$ cat config.mk
export PLATFORM = sky130hd
export DESIGN_NAME = morse_decoder
export DESIGN_NICKNAME = d
export VERILOG_FILES = /design/src/rtl/morse_pkg.sv /design/src/rtl/morse_unit_timer.sv /design/src/rtl/morse_decoder.sv
export SDC_FILE = /design/constraint.sdc
export NUM_CORES = 1
export LEC_CHECK = 0
export BUFFER_PORTS_ARGS = -buffer_cell sky130_fd_sc_hd__buf_4
export CAP_MARGIN = 20
export CORE_MARGIN = 8
export CORE_UTILIZATION = 52
export DETAILED_ROUTE_END_ITERATION = 7
export GPL_ROUTABILITY_DRIVEN = 0
export PLACE_DENSITY = 0.77
export SKIP_LAST_GASP = 1
export SLEW_MARGIN = 20
export SYNTH_ARGS = -nofsm -noshare
export SYNTH_HDL_FRONTEND = slang
export SYNTH_SLANG_ARGS = --single-unit
$ cat constraint.sdc
create_clock -name CLOCK_50 -period 2.6 [get_ports CLOCK_50]
set_input_delay 0.26 -clock CLOCK_50 [delete_from_list [all_inputs] [get_ports CLOCK_50]]
set_output_delay 0.26 -clock CLOCK_50 [all_outputs]
set_load 0.02 [all_outputs]
$ cat src/rtl/morse_pkg.sv
// Purpose : shared morse constants: FSM encoding, letter codes S..Z, element values, decode lookup.
// Latency : n/a (types, constants and a combinational function only).
// Backpressure: n/a.
// Contents: state_t, LTR_S..LTR_Z, ELEM_DOT/ELEM_DASH, run-length thresholds, lookup_t, morse_lookup().
package morse_pkg;

  typedef enum logic [1:0] {
    ST_IDLE  = 2'd0,
    ST_MARK  = 2'd1,
    ST_SPACE = 2'd2,
    ST_ERR   = 2'd3
  } state_t;

  // 3-bit letter codes, identical to the flasher's SW[2:0] pattern index
  localparam logic [2:0] LTR_S = 3'b000;
  localparam logic [2:0] LTR_T = 3'b001;
  localparam logic [2:0] LTR_U = 3'b010;
  localparam logic [2:0] LTR_V = 3'b011;
  localparam logic [2:0] LTR_W = 3'b100;
  localparam logic [2:0] LTR_X = 3'b101;
  localparam logic [2:0] LTR_Y = 3'b110;
  localparam logic [2:0] LTR_Z = 3'b111;

  localparam logic ELEM_DOT  = 1'b0;
  localparam logic ELEM_DASH = 1'b1;

  // run lengths measured in sampled units
  localparam logic [2:0] RUN_DOT    = 3'd1;
  localparam logic [2:0] RUN_DASH   = 3'd3;
  localparam logic [2:0] RUN_SAT    = 3'd4;
  localparam logic [2:0] GAP_LETTER = 3'd3;
  localparam logic [2:0] QUIET_RUNS = 3'd3;
  localparam logic [2:0] MAX_ELEMS  = 3'd4;

  typedef struct packed {
    logic       err;
    logic [2:0] letter;
  } lookup_t;

  // Elements are shifted in at the LSB, so the last element sent sits in bit 0
  // and unused upper bits stay zero.
  function automatic lookup_t morse_lookup(input logic [2:0] cnt, input logic [3:0] bits);
    lookup_t res;
    res.err    = 1'b0;
    res.letter = LTR_S;
    case ({cnt, bits})
      {3'd1, 4'b0001}: res.letter = LTR_T;
      {3'd3, 4'b0000}: res.letter = LTR_S;
      {3'd3, 4'b0001}: res.letter = LTR_U;
      {3'd3, 4'b0011}: res.letter = LTR_W;
      {3'd4, 4'b0001}: res.letter = LTR_V;
      {3'd4, 4'b1001}: res.letter = LTR_X;
      {3'd4, 4'b1011}: res.letter = LTR_Y;
      {3'd4, 4'b1100}: res.letter = LTR_Z;
      default:         res.err    = 1'b1;
    endcase
    return res;
  endfunction

endpackage

$ cat src/rtl/morse_unit_timer.sv
// Purpose : morse unit sample timer; a load re-phases it so ticks fall mid-unit, held while idle.
// Latency : first tick UNIT_CYCLES/2 cycles after load, then one tick every UNIT_CYCLES cycles.
// Backpressure: none; tick is a free-running one-cycle strobe.
// Ports: CLOCK_50/reset (sync, active-high), load (resync to half unit), run (count enable), tick (sample strobe).
module morse_unit_timer #(
  parameter int unsigned UNIT_CYCLES = 25_000_000,
  parameter int unsigned CNT_W       = 25
) (
  input  logic CLOCK_50,
  input  logic reset,
  input  logic load,
  input  logic run,
  output logic tick
);

  // UNIT_CYCLES must be even and >= 4 so the half-unit load is a positive count.
  localparam logic [CNT_W-1:0] HALF_LOAD = CNT_W'(UNIT_CYCLES / 2 - 1);
  localparam logic [CNT_W-1:0] WRAP_LOAD = CNT_W'(UNIT_CYCLES - 1);

  logic [CNT_W-1:0] cnt_q, cnt_d;

  always_comb begin
    cnt_d = cnt_q;
    if (load) begin
      cnt_d = HALF_LOAD;
    end else if (run) begin
      cnt_d = (cnt_q == '0) ? WRAP_LOAD : cnt_q - CNT_W'(1);
    end
  end

  always_ff @(posedge CLOCK_50) begin
    if (reset) begin
      cnt_q <= '0;
    end else begin
      cnt_q <= cnt_d;
    end
  end

  assign tick = run && (cnt_q == '0);

endmodule

$ cat src/rtl/morse_decoder.sv
// Purpose : decodes a serial morse line (letters S..Z) back to the 3-bit flasher code, flags bad symbols.
// Latency : first sample 2+UNIT_CYCLES/2 cycles after a mark edge; result pulses the cycle after the 3rd gap sample.
// Backpressure: none; letter_valid/letter_err are one-cycle strobes that must be consumed when seen.
// Ports: CLOCK_50, reset (sync, active-high), sym_in (async line), letter[2:0] (held),
//        letter_valid / letter_err (one-cycle pulses, never together), busy (FSM not idle).
module morse_decoder
  import morse_pkg::*;
#(
  parameter int unsigned UNIT_CYCLES = 25_000_000,
  parameter int unsigned CNT_W       = 25
) (
  input  logic       CLOCK_50,
  input  logic       reset,
  input  logic       sym_in,
  output logic [2:0] letter,
  output logic       letter_valid,
  output logic       letter_err,
  output logic       busy
);

  logic       sync_q, sync_d;
  logic       sym_s_q, sym_s_d;
  logic       sym_prev_q, sym_prev_d;
  state_t     state_q, state_d;
  logic [2:0] run_q, run_d;
  logic [3:0] elem_bits_q, elem_bits_d;
  logic [2:0] elem_cnt_q, elem_cnt_d;
  logic [2:0] letter_q, letter_d;
  logic       letter_valid_q, letter_valid_d;
  logic       letter_err_q, letter_err_d;

  logic       rise;
  logic       tick;
  lookup_t    lookup_res;

  assign rise = sym_s_q && !sym_prev_q;

  morse_unit_timer #(
    .UNIT_CYCLES (UNIT_CYCLES),
    .CNT_W       (CNT_W)
  ) u_timer (
    .CLOCK_50 (CLOCK_50),
    .reset    (reset),
    .load     (rise),
    .run      (state_q != ST_IDLE),
    .tick     (tick)
  );

  assign lookup_res = morse_lookup(elem_cnt_q, elem_bits_q);

  always_comb begin
    sync_d         = sym_in;
    sym_s_d        = sync_q;
    sym_prev_d     = sym_s_q;
    state_d        = state_q;
    run_d          = run_q;
    elem_bits_d    = elem_bits_q;
    elem_cnt_d     = elem_cnt_q;
    letter_d       = letter_q;
    letter_valid_d = 1'b0;
    letter_err_d   = 1'b0;

    case (state_q)
      ST_IDLE: begin
        if (rise) begin
          state_d     = ST_MARK;
          run_d       = 3'd0;
          elem_bits_d = 4'd0;
          elem_cnt_d  = 3'd0;
        end
      end

      ST_MARK: begin
        if (tick) begin
          if (sym_s_q) begin
            // saturate so a stuck-high line still resolves to ERR on its first low sample
            if (run_q != RUN_SAT) run_d = run_q + 3'd1;
          end else if ((run_q == RUN_DOT || run_q == RUN_DASH) && elem_cnt_q != MAX_ELEMS) begin
            elem_bits_d = {elem_bits_q[2:0], (run_q == RUN_DASH) ? ELEM_DASH : ELEM_DOT};
            elem_cnt_d  = elem_cnt_q + 3'd1;
            state_d     = ST_SPACE;
            run_d       = 3'd1;  // this low sample is the first gap unit
          end else begin
            state_d      = ST_ERR;
            run_d        = 3'd0;
            letter_err_d = 1'b1;
          end
        end
      end

      ST_SPACE: begin
        if (tick) begin
          if (sym_s_q) begin
            if (run_q == 3'd1) begin
              state_d = ST_MARK;
              run_d   = 3'd1;  // this high sample is the first unit of the next mark
            end else begin
              state_d      = ST_ERR;
              run_d        = 3'd0;
              letter_err_d = 1'b1;
            end
          end else begin
            run_d = run_q + 3'd1;
            if (run_q == GAP_LETTER - 3'd1) begin
              state_d = ST_IDLE;
              if (lookup_res.err) begin
                letter_err_d = 1'b1;
              end else begin
                letter_valid_d = 1'b1;
                letter_d       = lookup_res.letter;
              end
            end
          end
        end
      end

      ST_ERR: begin
        // run_q counts consecutive quiet samples here
        if (rise) begin
          run_d = 3'd0;
        end else if (tick) begin
          if (sym_s_q) begin
            run_d = 3'd0;
          end else if (run_q == QUIET_RUNS - 3'd1) begin
            state_d = ST_IDLE;
            run_d   = 3'd0;
          end else begin
            run_d = run_q + 3'd1;
          end
        end
      end

      default: state_d = ST_IDLE;
    endcase
  end

  always_ff @(posedge CLOCK_50) begin
    if (reset) begin
      sync_q         <= 1'b0;
      sym_s_q        <= 1'b0;
      sym_prev_q     <= 1'b0;
      state_q        <= ST_IDLE;
      run_q          <= 3'd0;
      elem_bits_q    <= 4'd0;
      elem_cnt_q     <= 3'd0;
      letter_q       <= 3'd0;
      letter_valid_q <= 1'b0;
      letter_err_q   <= 1'b0;
    end else begin
      sync_q         <= sync_d;
      sym_s_q        <= sym_s_d;
      sym_prev_q     <= sym_prev_d;
      state_q        <= state_d;
      run_q          <= run_d;
      elem_bits_q    <= elem_bits_d;
      elem_cnt_q     <= elem_cnt_d;
      letter_q       <= letter_d;
      letter_valid_q <= letter_valid_d;
      letter_err_q   <= letter_err_d;
    end
  end

  assign letter       = letter_q;
  assign letter_valid = letter_valid_q;
  assign letter_err   = letter_err_q;
  assign busy         = (state_q != ST_IDLE);

endmodule

==> metrics.txt <==
status=finished, final reports clean; Worst IR Drop VDD=0.369 mV; CTS tree=yes; post-route minimum period=2.42 ns; Power Density=between 500 and 600 nW/um^2; Max Transition Viols Final=0; post-synthesis instance area=2750 um^2; vias=2433; Seq/Total Area, Yosys=between 30 and 40%; Remaining Overflow, GRT=0; DP HPWL=4500 um; hold_ws=about 0.18 ns; antenna cells=0; M3 GR Usage=2.97%; fin nets=342; met1 usage=21.6%; Most Used Layer, Global Route=met2; starting density of the core=approximately 54%; final core utilization=approximately 58%; # rows=26; Hold Crit Class=in -> reg; Req. time, crit path=about 2.8 ns; Die Ht=88.8 um; number of enable flip-flop cells after synthesis=0; clock skew=0.00508 ns; port buffer count=8; Die Width=~89 um; Antenna Nets Post-Route=0; worst skew pair latency=0.29 ns; clock root cell=clkbuf_8; htree depth=2; Layout fillers=480; Cell variety after synth=59; grt met2 use=around 28%; router iterations before antenna repair=4; Tcrit/Tclk final=approximately 93%; Pleak=0.995 nW; # hold bufs at CTS=0; WL/cell=16.2 um; CP Launch Type=flip-flop; clock sink count=45; worst-case clock buffer depth=2; first-pass GRT wire length=approximately 11000 um; multi-input logic area=1720 um^2; register area=901 um^2; post-CTS sizing=0; setup repair after global routing missed its margin=false; Total Power=1.48 mW; initial antenna violation count=0; Slew headroom=a little under three fifths; core area=5110 um^2; net count after synthesis=341; layout cells sized above 1=13.2%; DP Area=approximately 2900 um^2; Crit Path Max Fanout=10; routed wire length=6420 um; FMAX=413 MHz; synthesized flop and latch total=45; TNS Setup=0 ns; Worst Path Arrival=2.65 ns; vias in the first global route=2296; die area=roughly 7900 um^2; gr usage total=17.0%; Clock Pin Slew Worst Setup and Hold Paths=0.08 ns; Synth Flop Type=dfxtp_1; cell count after synthesis=323; Layout area overhead=6.91%; final count of hold timing violations=0; Remaining DRCs=0; Final setup viols=0; Vias per Instance=approximately 6.2; postcts setup bufs=0; Crit Path Category=reg -> reg; First DRT Iteration DRCs=174; crit end category=flip-flop; maxcap violations=0; ys async rst share=0%; pin count of the biggest net entering global routing=46; Mapped Avg Cell Area=8.53 um^2; num ports=9; slew of the pin with the lowest slew margin=0.657 ns; total CTS buffers=5; final instance area=~3000 um^2; synth warn=0
-- placed cells by master, fill, tap and decap left out, types with 7 or more instances in the layout --
| cell | count |
|---|---|
| nand2b_1 | 8 |
| o21ai_0 | 8 |
| nand2_1 | 16 |
| inv_1 | 15 |
| xor2_1 | 7 |
| buf_4 | 12 |
| dfxtp_1 | 45 |
| ha_1 | 15 |
| nor2_1 | 21 |
| a21oi_1 | 37 |
| nand3b_1 | 8 |
| xnor2_1 | 10 |
| nor3_1 | 13 |
| nand3_1 | 10 |
-- area by class of cell --
| class | instances | share of cell area, % |
|---|---|---|
| inverters | 16 | 2.04 |
| well taps | 70 | 2.97 |
| flip-flops and latches | 45 | 30.6 |
| repair buffers | 12 | 3.06 |
| clock inverters | 1 | 0.255 |
| multi-input cells | 244 | 58.5 |
| clock buffers | 7 | 2.59 |
-- Yosys cell counts (all sizes together), types with 2 or more instances --
master    n  area share [%]
nand4     4            0.91
ha       15             6.8
nor2b     6             1.4
a211oi    5             1.4
or3       6             1.4
o31ai     5             1.4
mux2      3             1.2
nand3    10             1.8
inv      15             2.0
o221ai    2            0.64
a31oi     2            0.45
nor4b     2            0.64
nand3b    8             2.2
o211ai    2            0.55
nand2    16             2.2
nor4     13             5.2
and2      2            0.45
or3b      2            0.64
a2111oi   2             1.1
nor3     13             2.4
clkbuf   15             2.0
nand2b    8             1.8
o21ai     8             1.5
a21oi    37             6.7
dfxtp    45              33
xnor2    10             3.2
xor2      7             2.2
nor2     21             2.9
or2       2            0.45
or4       7             2.7
a211o     4             1.3
a32oi     2            0.91
buf       3            0.55
-- flip-flops by register name, summed over array words and instances (netlist names), 2 cells and up --
name / count
elem_cnt_q: 3
u_timer.cnt_q: 25
run_q: 3
state_q: 2
elem_bits_q: 4
letter: 3
-- where the power goes --
part	leakage [nW]	switching (mW)	internal [mW]
combinational	0.591	0.182	0.117
clock	0.0385	0.238	0.191
sequential	0.366	0.0360	0.717
-- worst paths after layout --
kind	startpoint	endpoint	slack, ns	cells past startpoint
hold / removal	sym_in	sym_s_d	0.18	2
setup reg to reg	u_timer.cnt_q[0]	u_timer.cnt_q[12]	0.18	7
hold reg to reg	sym_s_d	sym_prev_d	0.45	1
setup / recovery	u_timer.cnt_q[0]	u_timer.cnt_q[12]	0.18	7
-- metrics by stage --
| step | setup slack [ns] | instances |
|---|---|---|
| floorplan | 0.467 | 323 |
| global placement | 0.365 | 387 |
| detailed placement | 0.264 | 387 |
| CTS | 0.238 | 395 |
| global route | 0.0206 | 395 |
| finish | 0.177 | 395 |
-- worst max-delay path: stages, from the launching register on --
cell and delay, ns:
dfxtp_1 0.33, inv_1 0.12, ha_1 0.19, or4b_1 0.52, nor4_2 0.45, and2_0 0.35
nor2_1 0.23, a21oi_1 0.17
-- metal layers --
layer  vias to the layer above  part of all wire (%)
met5                         -                     0
met4                         0                   2.3
met3                        15                   4.9
met2                        63                    46
met1                      1162                    46
li1                       1193                     -
-- kinds of logic after synthesis --
group           after synthesis  share of synthesized area, %
buf+inv                      34                          4.77
fa+ha+maj                    15                          6.82
compound gates               83                          20.3
xor+xnor                     17                          5.41
flops                        45                          32.7
simple gates                126                          28.8
mux                           3                          1.23
Power figures use the tool's default switching activity.
